--- config.mk ---
export PLATFORM = sky130hd
export DESIGN_NAME = sarlock_seq_unlock
export DESIGN_NICKNAME = d
export VERILOG_FILES = /design/src/rtl/sarlock_seq_unlock.sv
export SDC_FILE = /design/constraint.sdc
export NUM_CORES = 1
export LEC_CHECK = 0
export ABC_AREA = 1
export BUFFER_PORTS_ARGS = -buffer_cell sky130_fd_sc_hd__buf_2
export CAP_MARGIN = 10
export CORE_MARGIN = 2
export CORE_UTILIZATION = 40
export CTS_BUF_LIST = sky130_fd_sc_hd__clkbuf_2 sky130_fd_sc_hd__clkbuf_4 sky130_fd_sc_hd__clkbuf_8
export DETAILED_ROUTE_END_ITERATION = 12
export MAX_ROUTING_LAYER = met4
export PLACE_DENSITY = 0.59
export SLEW_MARGIN = 20
export SYNTH_ARGS = -nofsm -noshare
export SYNTH_HDL_FRONTEND = slang
export SYNTH_SLANG_ARGS = --single-unit
--- constraint.sdc ---
create_clock -name clk -period 1.7 [get_ports clk]
set_input_delay 0.085 -clock clk [delete_from_list [all_inputs] [get_ports clk]]
set_output_delay 0.085 -clock clk [all_outputs]
set_load 0.01 [all_outputs]
--- src/rtl/sarlock_seq_unlock.sv ---
// SARLock sequential unlock: serial key load, atomic commit, registered flip.
// Ports: clk, rst_n, key_in_* serial handshake, key_clear, key_loaded,
//        cmp_valid/cmp_in/protected_in -> prot_out/prot_out_valid, attempt_cnt.
// Option: define SARLOCK_ATTEMPT_CNT_EN to build the wrong-commit counter.
module sarlock_seq_unlock #(
    parameter int               KEY_W     = 16,
    parameter int               OUT_W     = 7,
    parameter logic [KEY_W-1:0] SECRET    = 16'h3563,
    parameter logic [OUT_W-1:0] FLIP_MASK = 7'h40
) (
    input  logic             clk,
    input  logic             rst_n,
    input  logic             key_in_valid,
    input  logic             key_in_bit,
    output logic             key_in_ready,
    input  logic             key_clear,
    output logic             key_loaded,
    input  logic             cmp_valid,
    input  logic [KEY_W-1:0] cmp_in,
    input  logic [OUT_W-1:0] protected_in,
    output logic [OUT_W-1:0] prot_out,
    output logic             prot_out_valid,
    output logic [7:0]       attempt_cnt
);

    localparam int            CW   = (KEY_W > 1) ? $clog2(KEY_W) : 1;
    localparam logic [CW-1:0] LAST = CW'(KEY_W - 1);

    typedef enum logic [1:0] {
        EMPTY   = 2'd0,
        LOADING = 2'd1,
        ARMED   = 2'd2
    } state_t;

    state_t             state_q, state_d;
    logic [KEY_W-1:0]   shadow_q, shadow_d;
    logic [KEY_W-1:0]   active_q, active_d;
    logic [CW-1:0]      cnt_q, cnt_d;
    logic [OUT_W-1:0]   prot_q;
    logic               pvalid_q;
    logic               commit;
    logic               ready;
    logic               flip;

    always_ff @(posedge clk or negedge rst_n) begin
        if (!rst_n) begin
            state_q  <= EMPTY;
            shadow_q <= '0;
            active_q <= '0;
            cnt_q    <= '0;
        end else begin
            state_q  <= state_d;
            shadow_q <= shadow_d;
            active_q <= active_d;
            cnt_q    <= cnt_d;
        end
    end

    always_comb begin
        state_d  = state_q;
        shadow_d = shadow_q;
        active_d = active_q;
        cnt_d    = cnt_q;
        commit   = 1'b0;
        ready    = 1'b0;
        case (state_q)
            EMPTY, LOADING: begin
                ready = 1'b1;
                if (key_in_valid && !key_clear) begin
                    shadow_d[cnt_q] = key_in_bit;
                    if (cnt_q == LAST) begin
                        commit = 1'b1;
                    end else begin
                        cnt_d   = cnt_q + CW'(1);
                        state_d = LOADING;
                    end
                end
            end
            ARMED: begin
                ready = 1'b0;
            end
            default: begin
                state_d = EMPTY;
            end
        endcase
        // Commit copies the shadow including the bit accepted this cycle.
        if (commit) begin
            active_d = shadow_d;
            cnt_d    = '0;
            state_d  = ARMED;
        end
        // Clear beats any simultaneous key bit, including the final one.
        if (key_clear) begin
            state_d  = EMPTY;
            shadow_d = '0;
            active_d = '0;
            cnt_d    = '0;
        end
    end

    assign key_in_ready = ready;
    assign key_loaded   = (state_q == ARMED);

    // Compare against the key as registered before this edge.
    assign flip = (cmp_in == active_q) && (active_q != SECRET);

    always_ff @(posedge clk or negedge rst_n) begin
        if (!rst_n) begin
            prot_q   <= '0;
            pvalid_q <= 1'b0;
        end else begin
            pvalid_q <= cmp_valid;
            if (cmp_valid) begin
                prot_q <= protected_in ^ (flip ? FLIP_MASK : '0);
            end
        end
    end

    assign prot_out       = prot_q;
    assign prot_out_valid = pvalid_q;

`ifdef SARLOCK_ATTEMPT_CNT_EN
    logic [7:0] attempt_q;

    always_ff @(posedge clk or negedge rst_n) begin
        if (!rst_n) begin
            attempt_q <= 8'd0;
        end else if (commit && !key_clear && (shadow_d != SECRET)
                     && (attempt_q != 8'hFF)) begin
            attempt_q <= attempt_q + 8'd1;
        end
    end

    assign attempt_cnt = attempt_q;
`else
    assign attempt_cnt = 8'd0;
`endif

endmodule

### Yosys cells after proc, flatten, opt, wreduce, memory -nomap -nowiden

Index checks and enable logic that the tools add are counted.

| word-level totals | value |
|---|---|
| register bits after elaboration | 46 |
| input port bits | 29 |
| logic and storage cells | 53 |

| cells by class | value |
|---|---|
| add/sub/neg operators | 1 |
| magnitude comparators | 2 |
| equal/unequal tests | 9 |
| muxes and demuxes | 23 |
| bitwise gates (word level) | 1 |
| reductions and logical operators | 11 |

Operator list:

| cell | number |
|---|---|
| 2-to-1 mux 16 bit | 5 |
| 2-to-1 mux 4 bit | 5 |
| bitwise mux 16 bit | 1 |
| equality test 16 bit | 1 |
| inequality test 16 x 14 -> 1 bit, second input constant | 1 |
| 2-to-1 mux 2 bit | 4 |
| inequality test 4 bit, second input constant | 2 |
| 2-to-1 mux 7 bit | 1 |
| XOR 7 bit | 1 |
| AND reduction 3 bit | 2 |
| nonzero test 3 bit | 2 |
| less-than comparator 4 x 5 -> 1 bit, second input constant | 1 |
| 2-to-1 mux 1 bit | 5 |
| adder 4 x 1 -> 4 bit, second input constant | 1 |
| demux 1 bit (select 4 bit) | 1 |
| equality test 4 bit, second input constant | 1 |
| >= comparator 4 x 1 -> 1 bit, second input constant | 1 |
| case mux 2 bit (2 select lines) | 1 |
| logical AND 1 bit | 3 |
| inequality test 3 x 2 -> 1 bit, second input constant | 1 |
| inequality test 3 bit, second input constant | 1 |
| equality test 2 x 1 -> 1 bit, second input constant | 1 |
| equality test 2 bit, second input constant | 1 |
| zero test 2 bit | 1 |
| 3 further kinds | 3 |

### Logic depth before layout (Yosys ltp)

Gate-level depths: netlist of run 1.

| logic depth | value |
|---|---|
| word-level depth | 9 |
| depth in mapped cells | 10 |
| mapped depth without buffers | 10 |

### Least setup slack after synthesis of run 1

Ideal clock, no wire load.

| timing path | value |
|---|---|
| path type | register -> register |
| start | register cnt_q[0] |
| end | register active_q[0] |
| arrival time | 1,300 ps |
| path slack | 283 ps |
| cell stages (with the launch flop) | 10 |
| path buffers | 2 |
| cell sequence | dfrtp_1 -> ha_1 -> inv_1 -> nor2_8 -> nand2_4 -> nand2_2 -> buf_6 -> buf_12 -> nand2_1 -> nand2_1 |

| between the ends | value |
|---|---|
| cells in the longest elaborated chain, start to end | 9 |

Ends and longest elaborated chain:

| what | RTL line | text |
|---|---|---|
| start: declaration | 38 | `logic [CW-1:0] cnt_q, cnt_d;` |
| start signal: assignment | 55 | `cnt_q <= cnt_d;` |
| less-than comparator 4 x 5 -> 1 bit (not written as such) / >= comparator 4 x 1 -> 1 bit (equally long branches) | 70 | `shadow_d[cnt_q] = key_in_bit;` |
| logical AND 1 bit (not written as such) | 70 |  |
| 2-to-1 mux 1 bit (not written as such) | 70 |  |
| demux 1 bit (select 4 bit) | 70 |  |
| bitwise mux 16 bit | 70 |  |
| 2-to-1 mux 16 bit | 69 | `if (key_in_valid && !key_clear) begin` |
| 2-to-1 mux 16 bit | 66 | `case (state_q)` |
| 2-to-1 mux 16 bit | 87 | `if (commit) begin` |
| 2-to-1 mux 16 bit | 93 | `if (key_clear) begin` |
| end signal: assignment | 54 | `active_q <= active_d;` |
| end: declaration | 37 | `logic [KEY_W-1:0] active_q, active_d;` |

Parallel ways exist; a longest one is shown, timed or not. The select of a mux whose other input is x is not followed.
A chain may end at the register's enable or synchronous reset.

### Final worst setup path of run 1

| timing path | value |
|---|---|
| start | register cnt_q[0] |
| end | register active_q[11] |

Same word-level chain as after synthesis.

==> out/qor.tcl, run 1 <==
set qor(fin_area_sq_um) 2910
set qor(synth-warning-count) 0
set qor(initial_cell_density_of_the_core) 0.416
set qor(final.period_utilization) 0.895
set qor(grtUsageTotal) 0.184
set qor(slew_violations) 0
set qor(num_io_pins) 47
set qor(min_to) {prot_out[6]$_DFFE_PN0P_}
set qor(1st_pass_router_iterations) 4
set qor(final_core_util) 0.489
set qor(critical-path-slowest-cell) {sky130_fd_sc_hd__dfrtp_1}
set qor(syn-instance-count) 332
set qor(top_fanout_value_on_the_critical_path) 23
set qor(static-leakage-power_nw) 1.53
set qor(grt_max_degree) 25
set qor(setup.worst_path.class) {reg2reg}
set qor(cp_cell_sequence) {ha_1 -> inv_1 -> nor2_8 -> nand2_4 -> nand2_2 -> buf_12 -> nand2_1 -> o21ai_0}
set qor(timing.critical_path.from_type) {flip-flop}
set qor(drtAntennaViolNets) 0
set qor(post-route-min-period_ns) 1.52
set qor(yosysMostFrequentCell) {sky130_fd_sc_hd__nand2_1}
set qor(die_area_sq_um) 6840
set qor(final_layout_size_suffix_gt1_frac) 0.157
set qor(synth.yosys.seq_area_share) 0.455
set qor(holdPathStages) 4
set qor(floorplan.die.width_microns) 82.7
set qor(detailed_place.area_sq_um) 2730
set qor(fin_skew_ns) 0.00599
set qor(endpoint_kind) {flip-flop}
set qor(gp_routability_congestion) 0.754
set qor(viasPerCell) 4.54
set qor(tritoncts_num_sinks) 45
set qor(area_delta_synth_final_pct) 17.6
set qor(worstSkewPairLatency_ns) 0.30
set qor(routed_wl_mm) 5.23
set qor(n_fill_cell) 614
set qor(die_height_microns) 82.7
set qor(globalRouteOverflowTotal) 0
set qor(layout.nets) 415
set qor(max_ir_drop_vdd_v) 0.000501
set qor(tritoncts) {done}
set qor(antenna_cells) 0
set qor(dp_hpwl_mm) 3.89
set qor(number_of_drc_markers_after_the_initial_detailed_route_iteration) 108
set qor(r2r-end) {active_q[11]$_DFFE_PN0P_}
set qor(root_buffer) {sky130_fd_sc_hd__clkbuf_8}
set qor(syn-mean-instance-area_sq_um) 7.46
set qor(distinct_cells_synth) 27
set qor(deepest_level_of_the_cts_h_tree) 2
set qor(ys.flop_type) {sky130_fd_sc_hd__dfrtp_1}
set qor(core.rowCount) 28
set qor(power.density_cell_area_nw_per_um2) 726
set qor(core_region_area_sq_um) 5960
set qor(placement.io_buffers) 38
set qor(final_hold_viol_count) 0
set qor(grt_pass1_wl_mm) 9.09
set qor(outcome) {completed}
set qor(max-cap-violations) 0
set qor(setup_total_negative_slack_ns) 0
set qor(cts-buffers-inserted) 5
set qor(synth.top_cells.by_count) {108 x sky130_fd_sc_hd__nand2_1, 50 x sky130_fd_sc_hd__inv_1, 45 x sky130_fd_sc_hd__dfrtp_1}
set qor(ranking_of_synthesized_cells_by_area) {sky130_fd_sc_hd__dfrtp_1 45%, sky130_fd_sc_hd__nand2_1 16%, sky130_fd_sc_hd__inv_1 7.6%}
set qor(dp_worst_setup_slack_ns) 0.120
set qor(synth.ff_latch_count) 45
set qor(fmax_mhz) 657
set qor(critical_path_required_ns) 1.88
set qor(reg2reg_slack_ns) 0.18
set qor(timing.critical_path.arrival_ns) 1.70
set qor(layout_setup_ws_ns) 0.178
set qor(wl_per_cell_microns) 11.4
set qor(synth_top_area_cell) {sky130_fd_sc_hd__dfrtp_1}
set qor(worst_r2r_path_depth) 8
set qor(unrepaired_setup_endpoints_after_global_routing) {no}
set qor(r2r-start) {cnt_q[0]$_DFFE_PN0P_}
set qor(vias) 2080
set qor(grt_antenna_before_repair) 0
set qor(synth_top_area_frac) 0.455
set qor(worst_path_max_stage_delay_ns) 0.42
set qor(number_of_flops_mapped_to_enable_cells_by_yosys) 0
set qor(hp-class) {in2reg}
set qor(setup-violations-final) 0
set qor(grt_pass1_vias) 1963
set qor(worstHoldStart) {protected_in[6]}
set qor(postSynth.asyncResetShare) 1.00
set qor(drc_errors) 0
set qor(synthesized_area_sq_um) 2480
set qor(clock_path_buffers) 2
set qor(clk_pin_slew_ns) 0.09
what timing repair did:
action	CTS	global route
resized for setup	0	3
endpoints found under the setup margin	0	7
setup buffers	0	0
hold buffers	8	0
hold endpoints to repair	21	0
per-stage QoR:
stage,total power (W),cells,hold WS [ns]
floorplan,0.00130,339,-0.211
global placement,0.00139,442,0.0166
detailed placement,0.00140,442,0.0165
CTS,0.00214,458,0.0901
global route,0.00225,458,0.122
finish,0.00211,458,0.0887
routing by layer:
metal / wire length (microns) / GRT usage / vias to the layer above
li1: - / - / 1090
met1: 2470 / 0.248 / 934
met2: 2430 / 0.277 / 47
met3: 233 / 0.0348 / 9
met4: 93 / 0.0656 / 0
met5: 0 / - / -
power by group:
part	leakage (nW)	internal, W	switching, W
clock network	0.0542	0.000368	0.000360
registers	0.609	0.00110	0.0000200
logic	0.870	0.000107	0.000160
cell usage in the layout (no fill, tap or decap), drive strengths merged:
master	Yosys	final
inv	52	52
nor2	34	34
ha	4	4
nand2	111	111
o22ai	1	1
clkbuf	4	7
conb	1	8
nand4	1	1
o21ai	26	26
xnor2	6	6
dlygate4sd3	0	8
nor3	1	1
clkinv	0	1
nor4	1	1
a21oi	15	15
nand3	11	11
dfrtp	45	45
xor2	7	7
o21bai	1	1
buf	11	43
kinds of logic (layout without fill, tap and decap cells):
family,count (synthesis),in the layout,synth area share
compound gates,43,43,0.0884
flops,45,45,0.455
fa+ha+maj,4,4,0.0202
other cells,1,8,0.00151
buf+inv,67,111,0.124
xor+xnor,13,13,0.0460
simple gates,159,159,0.266
cell type report:
cell class,instances,area (sq um),area share
clock inverters,1,5.00,0.00172
flip-flops and latches,45,1130,0.387
well taps,75,93.8,0.0322
repair buffers,51,320,0.110
inverters,52,195,0.0670
clock buffers,7,96.3,0.0331
multi-input cells,227,1080,0.369
worst max-delay path: cells and delay by family (launching register included):
family,cells,cell delay [ns]
and+or+nand+nor,4,0.36
adders and majority gates,1,0.20
buffers and inverters,2,0.35
AOI/OAI and AO/OA,1,0.07
DFF,1,0.42
registers in the layout, summed over array words and instances (netlist names):
signal / cells
active_q: 16
cnt_q: 4
prot_out: 7
prot_out_valid: 1
shadow_q: 15
state_q: 2
how the worst max path moves through the flow:
stage	from	end	cells past startpoint
global placement	cnt_q[0]$_DFFE_PN0P_	active_q[12]$_DFFE_PN0P_	9
CTS	cnt_q[0]$_DFFE_PN0P_	active_q[12]$_DFFE_PN0P_	9
global route	cnt_q[1]$_DFFE_PN0P_	active_q[9]$_DFFE_PN0P_	9
finish	cnt_q[0]$_DFFE_PN0P_	active_q[11]$_DFFE_PN0P_	8
floorplan	cnt_q[0]$_DFFE_PN0P_	active_q[0]$_DFFE_PN0P_	9
detailed placement	cnt_q[0]$_DFFE_PN0P_	active_q[12]$_DFFE_PN0P_	9
(Power assumes the default switching activity.)
==> inputs of run 2 (changes only) <==
--- a/config.mk
+++ b/config.mk
@@ -14,6 +14,7 @@
 export DETAILED_ROUTE_END_ITERATION = 12
 export MAX_ROUTING_LAYER = met4
 export PLACE_DENSITY = 0.59
+export SETUP_SLACK_MARGIN = 0.5
 export SLEW_MARGIN = 20
 export SYNTH_ARGS = -nofsm -noshare
 export SYNTH_HDL_FRONTEND = slang
==> run 2 against run 1 <==
  * Final cell count rose by 1.7%
  * Global-route usage rose by 0.088 points
  * Combinational power rose by 23%
  * Clock power fell by 3.4%
  * Critical path depth rose by 1
  * Power rose by 1.7%
  * Flip-flop and latch count did not move
  * Critical endpoint is now active_q[6]$_DFFE_PN0P_
  * Clock skew rose by 0.0019 ns
  * Worst setup slack improved by 0.12 ns
  * Critical path type unchanged
  * Fmax rose by 8.4%
==> out/qor.tcl, run 2 (same netlist as run 1, synthesis figures left out) <==
set qor(drc_errors) 0
set qor(max_ir_drop_vdd_v) 0.000342
set qor(area_delta_synth_final_pct) 29.1
set qor(1st_pass_router_iterations) 5
set qor(grt.busiest_layer) {met2}
set qor(comb_power_frac) 0.152
set qor(slew_violations) 0
set qor(initial_cell_density_of_the_core) 0.416
set qor(core_region_area_sq_um) 5960
set qor(timing.critical_path.arrival_ns) 1.59
set qor(viasPerCell) 4.67
set qor(power.density_cell_area_nw_per_um2) 672
set qor(clock_path_buffers) 2
set qor(registers.top_by_ff_count) {active_q}
set qor(root_buffer) {sky130_fd_sc_hd__clkbuf_8}
set qor(relSlewSlack) 0.666
set qor(largest_reg_flops) 16
set qor(grt_max_degree) 25
set qor(dp_hpwl_mm) 3.86
set qor(deepest_level_of_the_cts_h_tree) 2
set qor(grtUsageTotal) 0.185
set qor(die_area_sq_um) 6840
set qor(met1_usage) 0.249
set qor(max-cap-violations) 0
set qor(outcome) {completed}
set qor(tightest_slew_ns) 0.501
set qor(mostFrequentLayoutCells) {90 x sky130_fd_sc_hd__nand2_1, 45 x sky130_fd_sc_hd__dfrtp_1, 39 x sky130_fd_sc_hd__inv_1}
set qor(netSwitchingFraction) 0.273
set qor(intPower_w) 0.00156
set qor(post-route-min-period_ns) 1.40
set qor(unrepaired_setup_endpoints_after_global_routing) {yes}
set qor(final_hold_viol_count) 0
set qor(floorplan.die.width_microns) 82.7
set qor(cts-buffers-inserted) 5
set qor(placement.io_buffers) 38
set qor(final.period_utilization) 0.826
set qor(fmax_mhz) 712
set qor(layout_setup_ws_ns) 0.295
set qor(core.rowCount) 28
set qor(antenna_cells) 0
set qor(tritoncts_num_sinks) 45
set qor(groute.layer.met3.usage) 0.0326
set qor(critical_path_required_ns) 1.89
set qor(grt_antenna_before_repair) 0
set qor(drtAntennaViolNets) 0
set qor(routed_wl_mm) 5.57
set qor(top_fanout_value_on_the_critical_path) 5
set qor(share_clk_of_total_power) 0.327
set qor(dpl.cell_count) 442
set qor(grt_pass1_vias) 2023
set qor(setup-violations-final) 0
set qor(vias) 2174
set qor(grt_pass1_wl_mm) 9.27
set qor(layout.nets) 423
set qor(clk_pin_slew_ns) 0.09
set qor(setup.worst_path.class) {reg2reg}
set qor(setup_total_negative_slack_ns) 0
set qor(timing.critical_path.from_type) {flip-flop}
set qor(wl_per_cell_microns) 11.9
set qor(dp_worst_setup_slack_ns) 0.162
set qor(static-leakage-power_nw) 1.59
set qor(most_common_library_cell_in_the_layout_ignoring_fill_and_taps) {sky130_fd_sc_hd__nand2_1}
set qor(fin_skew_ns) 0.00792
set qor(endpoint_kind) {flip-flop}
set qor(num_io_pins) 47
set qor(tritoncts) {done}
set qor(number_of_drc_markers_after_the_initial_detailed_route_iteration) 107
set qor(gp_routability_congestion) 0.817
set qor(fin_cells) 466
set qor(n_fill_cell) 590
set qor(groute.layer.met2.usage) 0.281
set qor(total_switching_power_w) 0.000587
set qor(final_layout_size_suffix_gt1_frac) 0.320
set qor(die_height_microns) 82.7
set qor(worstSkewPairLatency_ns) 0.30
set qor(globalRouteOverflowTotal) 0
set qor(hp-class) {in2reg}
set qor(power.share.sequential) 0.521
[run 2: metrics by stage]
| stage | utilization | hold slack [ns] | area, sq um | total power [W] |
|---|---|---|---|---|
| floorplan | - | -0.211 | 2510 | 0.00130 |
| global placement | 0.457 | 0.0799 | 2720 | 0.00139 |
| detailed placement | 0.457 | 0.0781 | 2720 | 0.00140 |
| CTS | 0.514 | 0.00638 | 3060 | 0.00215 |
| global route | 0.537 | 0.00955 | 3200 | 0.00226 |
| finish | 0.537 | 0.00583 | 3200 | 0.00215 |
[run 2: path summary, 6_finish.rpt]
| check | start | endpoint | slack [ns] | cells past startpoint |
|---|---|---|---|---|
| min in group asynchronous | rst_n | active_q[3]$_DFFE_PN0P_ | 0.28 | 2 |
| max reg2reg | cnt_q[1]$_DFFE_PN0P_ | active_q[6]$_DFFE_PN0P_ | 0.30 | 9 |
| max | cnt_q[1]$_DFFE_PN0P_ | active_q[6]$_DFFE_PN0P_ | 0.30 | 9 |
| min reg2reg | prot_out[5]$_DFFE_PN0P_ | prot_out[5]$_DFFE_PN0P_ | 0.47 | 2 |
| min | protected_in[4] | prot_out[4]$_DFFE_PN0P_ | 0.006 | 3 |
| max in group asynchronous | rst_n | active_q[10]$_DFFE_PN0P_ | 0.84 | 3 |
[run 2: final cells by class]
| class | count | area, sq um | share of cell area |
|---|---|---|---|
| Tap cell | 75 | 93.8 | 0.0293 |
| Inverter | 52 | 198 | 0.0618 |
| Sequential cell | 45 | 1130 | 0.352 |
| Timing Repair Buffer | 59 | 420 | 0.131 |
| Clock buffer | 6 | 82.6 | 0.0258 |
| Clock inverter | 2 | 13.8 | 0.00430 |
| Multi-Input combinational cell | 227 | 1260 | 0.395 |
[run 2: metal layers]
layer / vias up / wire length [microns]
li1: 1113 / -
met1: 1008 / 2760
met2: 46 / 2490
met3: 7 / 239
met4: 0 / 74
met5: - / 0
[run 2: what timing repair did]
item	in CTS	in global routing
setup buffers	5	2
endpoints found under the setup margin	35	38
hold buffers	7	0
gates cloned	2	0
hold endpoints to repair	25	0
pin swaps	8	25
gates resized for setup	33	55
[run 2: critical path, cell delays in order (launching register included)]
cell	delay [ns]
sky130_fd_sc_hd__dfrtp_1	0.45
sky130_fd_sc_hd__buf_6	0.13
sky130_fd_sc_hd__ha_4	0.11
sky130_fd_sc_hd__inv_2	0.04
sky130_fd_sc_hd__nor2_4	0.17
sky130_fd_sc_hd__nand2_2	0.09
sky130_fd_sc_hd__o21ai_2	0.15
sky130_fd_sc_hd__a21oi_2	0.05
sky130_fd_sc_hd__nand2_1	0.06
sky130_fd_sc_hd__o21ai_1	0.05
[run 2: power by group through the flow]
stage | logic, W | registers [W] | clock network, W
3_3_place_gp | 0.000252 | 0.00114 | 0
4_1_cts | 0.000304 | 0.00112 | 0.000725
3_5_place_dp | 0.000255 | 0.00114 | 0
5_1_grt | 0.000370 | 0.00112 | 0.000764
2_1_floorplan | 0.000155 | 0.00115 | 0
6_report | 0.000328 | 0.00112 | 0.000702
==> inputs of run 3 (changes only) <==
==> constraint.sdc (replaced) <==
create_clock -name clk -period 1.3 [get_ports clk]
set_input_delay 0.065 -clock clk [delete_from_list [all_inputs] [get_ports clk]]
set_output_delay 0.065 -clock clk [all_outputs]
set_load 0.01 [all_outputs]
==> run 3 against run 2 <==
  * Combinational power rose by 46%
  * Non-clock buffer count rose by 19
  * Worst setup slack got worse by 0.39 ns
  * Critical path depth fell by 1
  * Clock power rose by 81%
  * The flow now finishes with violations (negative setup slack)
  * Design area rose by 6.7%
  * Power rose by 49%
  * Die area did not move
  * Routed wire length rose by 4.9%
  * Fmax rose by 0.66%
  * Count of clock-buffer cells in the layout fell by 1
  * Highest routed layer unchanged
  * Clock skew rose by 0.0011 ns
==> out/qor.tcl, run 3 (same netlist as run 1, synthesis figures left out) <==
set qor(viasPerCell) 4.53
set qor(final_hold_viol_count) 0
set qor(setup-violations-final) 21
set qor(drc_errors) 0
set qor(placement.io_buffers) 38
set qor(final.period_utilization) 1.07
set qor(worst_path_max_stage_delay_ns) 0.43
set qor(worstHoldStart) {protected_in[6]}
set qor(post-route-min-period_ns) 1.40
set qor(floorplan.die.width_microns) 82.7
set qor(min_to) {prot_out[6]$_DFFE_PN0P_}
set qor(r2r-end) {active_q[3]$_DFFE_PN0P_}
set qor(globalRouteOverflowTotal) 0
set qor(max_ir_drop_vdd_v) 0.000472
set qor(1st_pass_router_iterations) 4
set qor(tritoncts_num_sinks) 45
set qor(registers.top_by_ff_count) {active_q}
set qor(final_layout_size_suffix_gt1_frac) 0.346
set qor(n_fill_cell) 555
set qor(most_common_library_cell_in_the_layout_ignoring_fill_and_taps) {sky130_fd_sc_hd__nand2_1}
set qor(core_region_area_sq_um) 5960
set qor(setup.worst_path.class) {reg2reg}
set qor(clk_pin_slew_ns) 0.09
set qor(antenna_cells) 0
set qor(worstSkewPairLatency_ns) 0.31
set qor(cp_cell_sequence) {ha_2 -> inv_4 -> nor2_8 -> nand2_4 -> nand2_4 -> clkbuf_16 -> nand2_1 -> nand2_1}
set qor(violations_in_the_final_reports) {negative setup slack}
set qor(num_io_pins) 47
set qor(critical-path-slowest-cell) {sky130_fd_sc_hd__dfrtp_1}
set qor(drtAntennaViolNets) 0
set qor(mostFrequentLayoutCells) {91 x sky130_fd_sc_hd__nand2_1, 43 x sky130_fd_sc_hd__dfrtp_1, 38 x sky130_fd_sc_hd__inv_1}
set qor(core.rowCount) 28
set qor(fin_skew_ns) 0.00901
set qor(routed_wl_mm) 5.84
set qor(dp_hpwl_mm) 3.81
set qor(cts-buffers-inserted) 5
set qor(largest_reg_flops) 16
set qor(grt_pass1_vias) 2008
set qor(total_area_of_sequential_cells_sq_um) 1130
set qor(endpoint_kind) {flip-flop}
set qor(fmax_mhz) 717
set qor(timing.critical_path.from_type) {flip-flop}
set qor(slew_violations) 0
set qor(outcome) {finished with violations}
set qor(max-cap-violations) 0
set qor(holdPathStages) 4
set qor(vias) 2197
set qor(path_depth) 8
set qor(area_delta_synth_final_pct) 37.8
set qor(gp_routability_congestion) 0.825
set qor(grt_pass1_wl_mm) 9.15
set qor(r2r-start) {cnt_q[0]$_DFFE_PN0P_}
set qor(grtUsageTotal) 0.181
set qor(root_buffer) {sky130_fd_sc_hd__clkbuf_8}
set qor(multi_input_gate_area_sq_um) 1260
set qor(layout_setup_ws_ns) -0.0953
set qor(grt_antenna_before_repair) 0
set qor(power.density_cell_area_nw_per_um2) 941
set qor(critical_path_required_ns) 1.54
set qor(dp_worst_setup_slack_ns) -0.141
set qor(number_of_drc_markers_after_the_initial_detailed_route_iteration) 94
set qor(worstSetupStartpoint) {cnt_q[0]$_DFFE_PN0P_}
set qor(initial_cell_density_of_the_core) 0.416
set qor(die_area_sq_um) 6840
set qor(report.power.total_w) 0.00321
set qor(unrepaired_setup_endpoints_after_global_routing) {yes}
set qor(top_fanout_value_on_the_critical_path) 12
set qor(hp-class) {in2reg}
set qor(timing.critical_path.arrival_ns) 1.63
set qor(clock_path_buffers) 2
set qor(worst-path-buf-inv) 2
set qor(static-leakage-power_nw) 1.73
set qor(grt_max_degree) 46
set qor(layout.nets) 442
set qor(critical-path-top-delay-family) {simple AND/OR/NAND/NOR gates}
set qor(die_height_microns) 82.7
set qor(worst_r2r_path_depth) 8
set qor(reg2reg_slack_ns) -0.1
set qor(tritoncts) {done}
set qor(deepest_level_of_the_cts_h_tree) 2
set qor(wl_per_cell_microns) 12.0
==> run 3: changes by cell type in the layout (fill, tap and decap cells not counted), moves of 3 or more <==
cell	before	now
sky130_fd_sc_hd__buf_6	4	10
sky130_fd_sc_hd__buf_4	7	23
sky130_fd_sc_hd__o21ai_1	13	19
sky130_fd_sc_hd__o21ai_0	7	4
sky130_fd_sc_hd__o21ai_2	6	3
sky130_fd_sc_hd__buf_2	38	34
==> run 3: layout make-up <==
class,instances,area share
Clock buffer,5,0.0202
Sequential cell,45,0.331
Inverter,52,0.0587
Multi-Input combinational cell,227,0.368
Timing Repair Buffer,78,0.176
Tap cell,75,0.0275
Clock inverter,3,0.0191
==> run 3: what timing repair did <==
| action | in CTS | in global routing |
|---|---|---|
| pin swaps | 13 | 17 |
| buffers inserted | 6 | 10 |
| resized for setup | 39 | 44 |
| hold endpoints to repair | 52 | 0 |
| endpoints found under the setup margin | 48 | 48 |
| cloned | 0 | 1 |
| hold buffers | 8 | 0 |
==> run 3: worst reg2reg max path: cells and delay by family (launching register included) <==
family / cells / cell delay, ns
buffers and inverters: 2 / 0.22
DFF: 1 / 0.43
adders and majority gates: 1 / 0.22
and+or+nand+nor: 5 / 0.46
==> run 3: worst max-delay path by stage <==
stage,to,slack [ns]
floorplan,active_q[15]$_DFFE_PN0P_,-0.03
global placement,active_q[12]$_DFFE_PN0P_,-0.15
detailed placement,active_q[12]$_DFFE_PN0P_,-0.14
CTS,active_q[10]$_DFFE_PN0P_,-0.09
global route,active_q[14]$_DFFE_PN0P_,-0.20
finish,active_q[3]$_DFFE_PN0P_,-0.1
==> run 3: metrics by stage <==
stage	instances	util	setup TNS (ns)	area [sq um]	hold slack (ns)
2_1_floorplan	339	-	-0.273	2510	-0.231
3_3_place_gp	452	0.474	-1.24	2820	0.0694
3_5_place_dp	452	0.474	-1.48	2820	0.0660
4_1_cts	474	0.534	-1.14	3180	0.0509
5_1_grt	485	0.573	-4.10	3410	0.0674
6_report	485	0.573	-1.42	3410	0.0480
==> run 3: power by group <==
part / switching [W] / internal (W) / leakage [nW]
registers: 0.0000277 / 0.00144 / 0.606
clock network: 0.000504 / 0.000764 / 0.0681
logic: 0.000263 / 0.000218 / 1.05
==> run 3: routing by layer <==
| metal | wire length (microns) | global-route usage | vias up |
|---|---|---|---|
| met2 | 2840 | 0.285 | 44 |
| li1 | - | - | 1152 |
| met5 | 0 | - | - |
| met3 | 219 | 0.0337 | 6 |
| met4 | 63 | 0.0541 | 0 |
| met1 | 2720 | 0.238 | 995 |
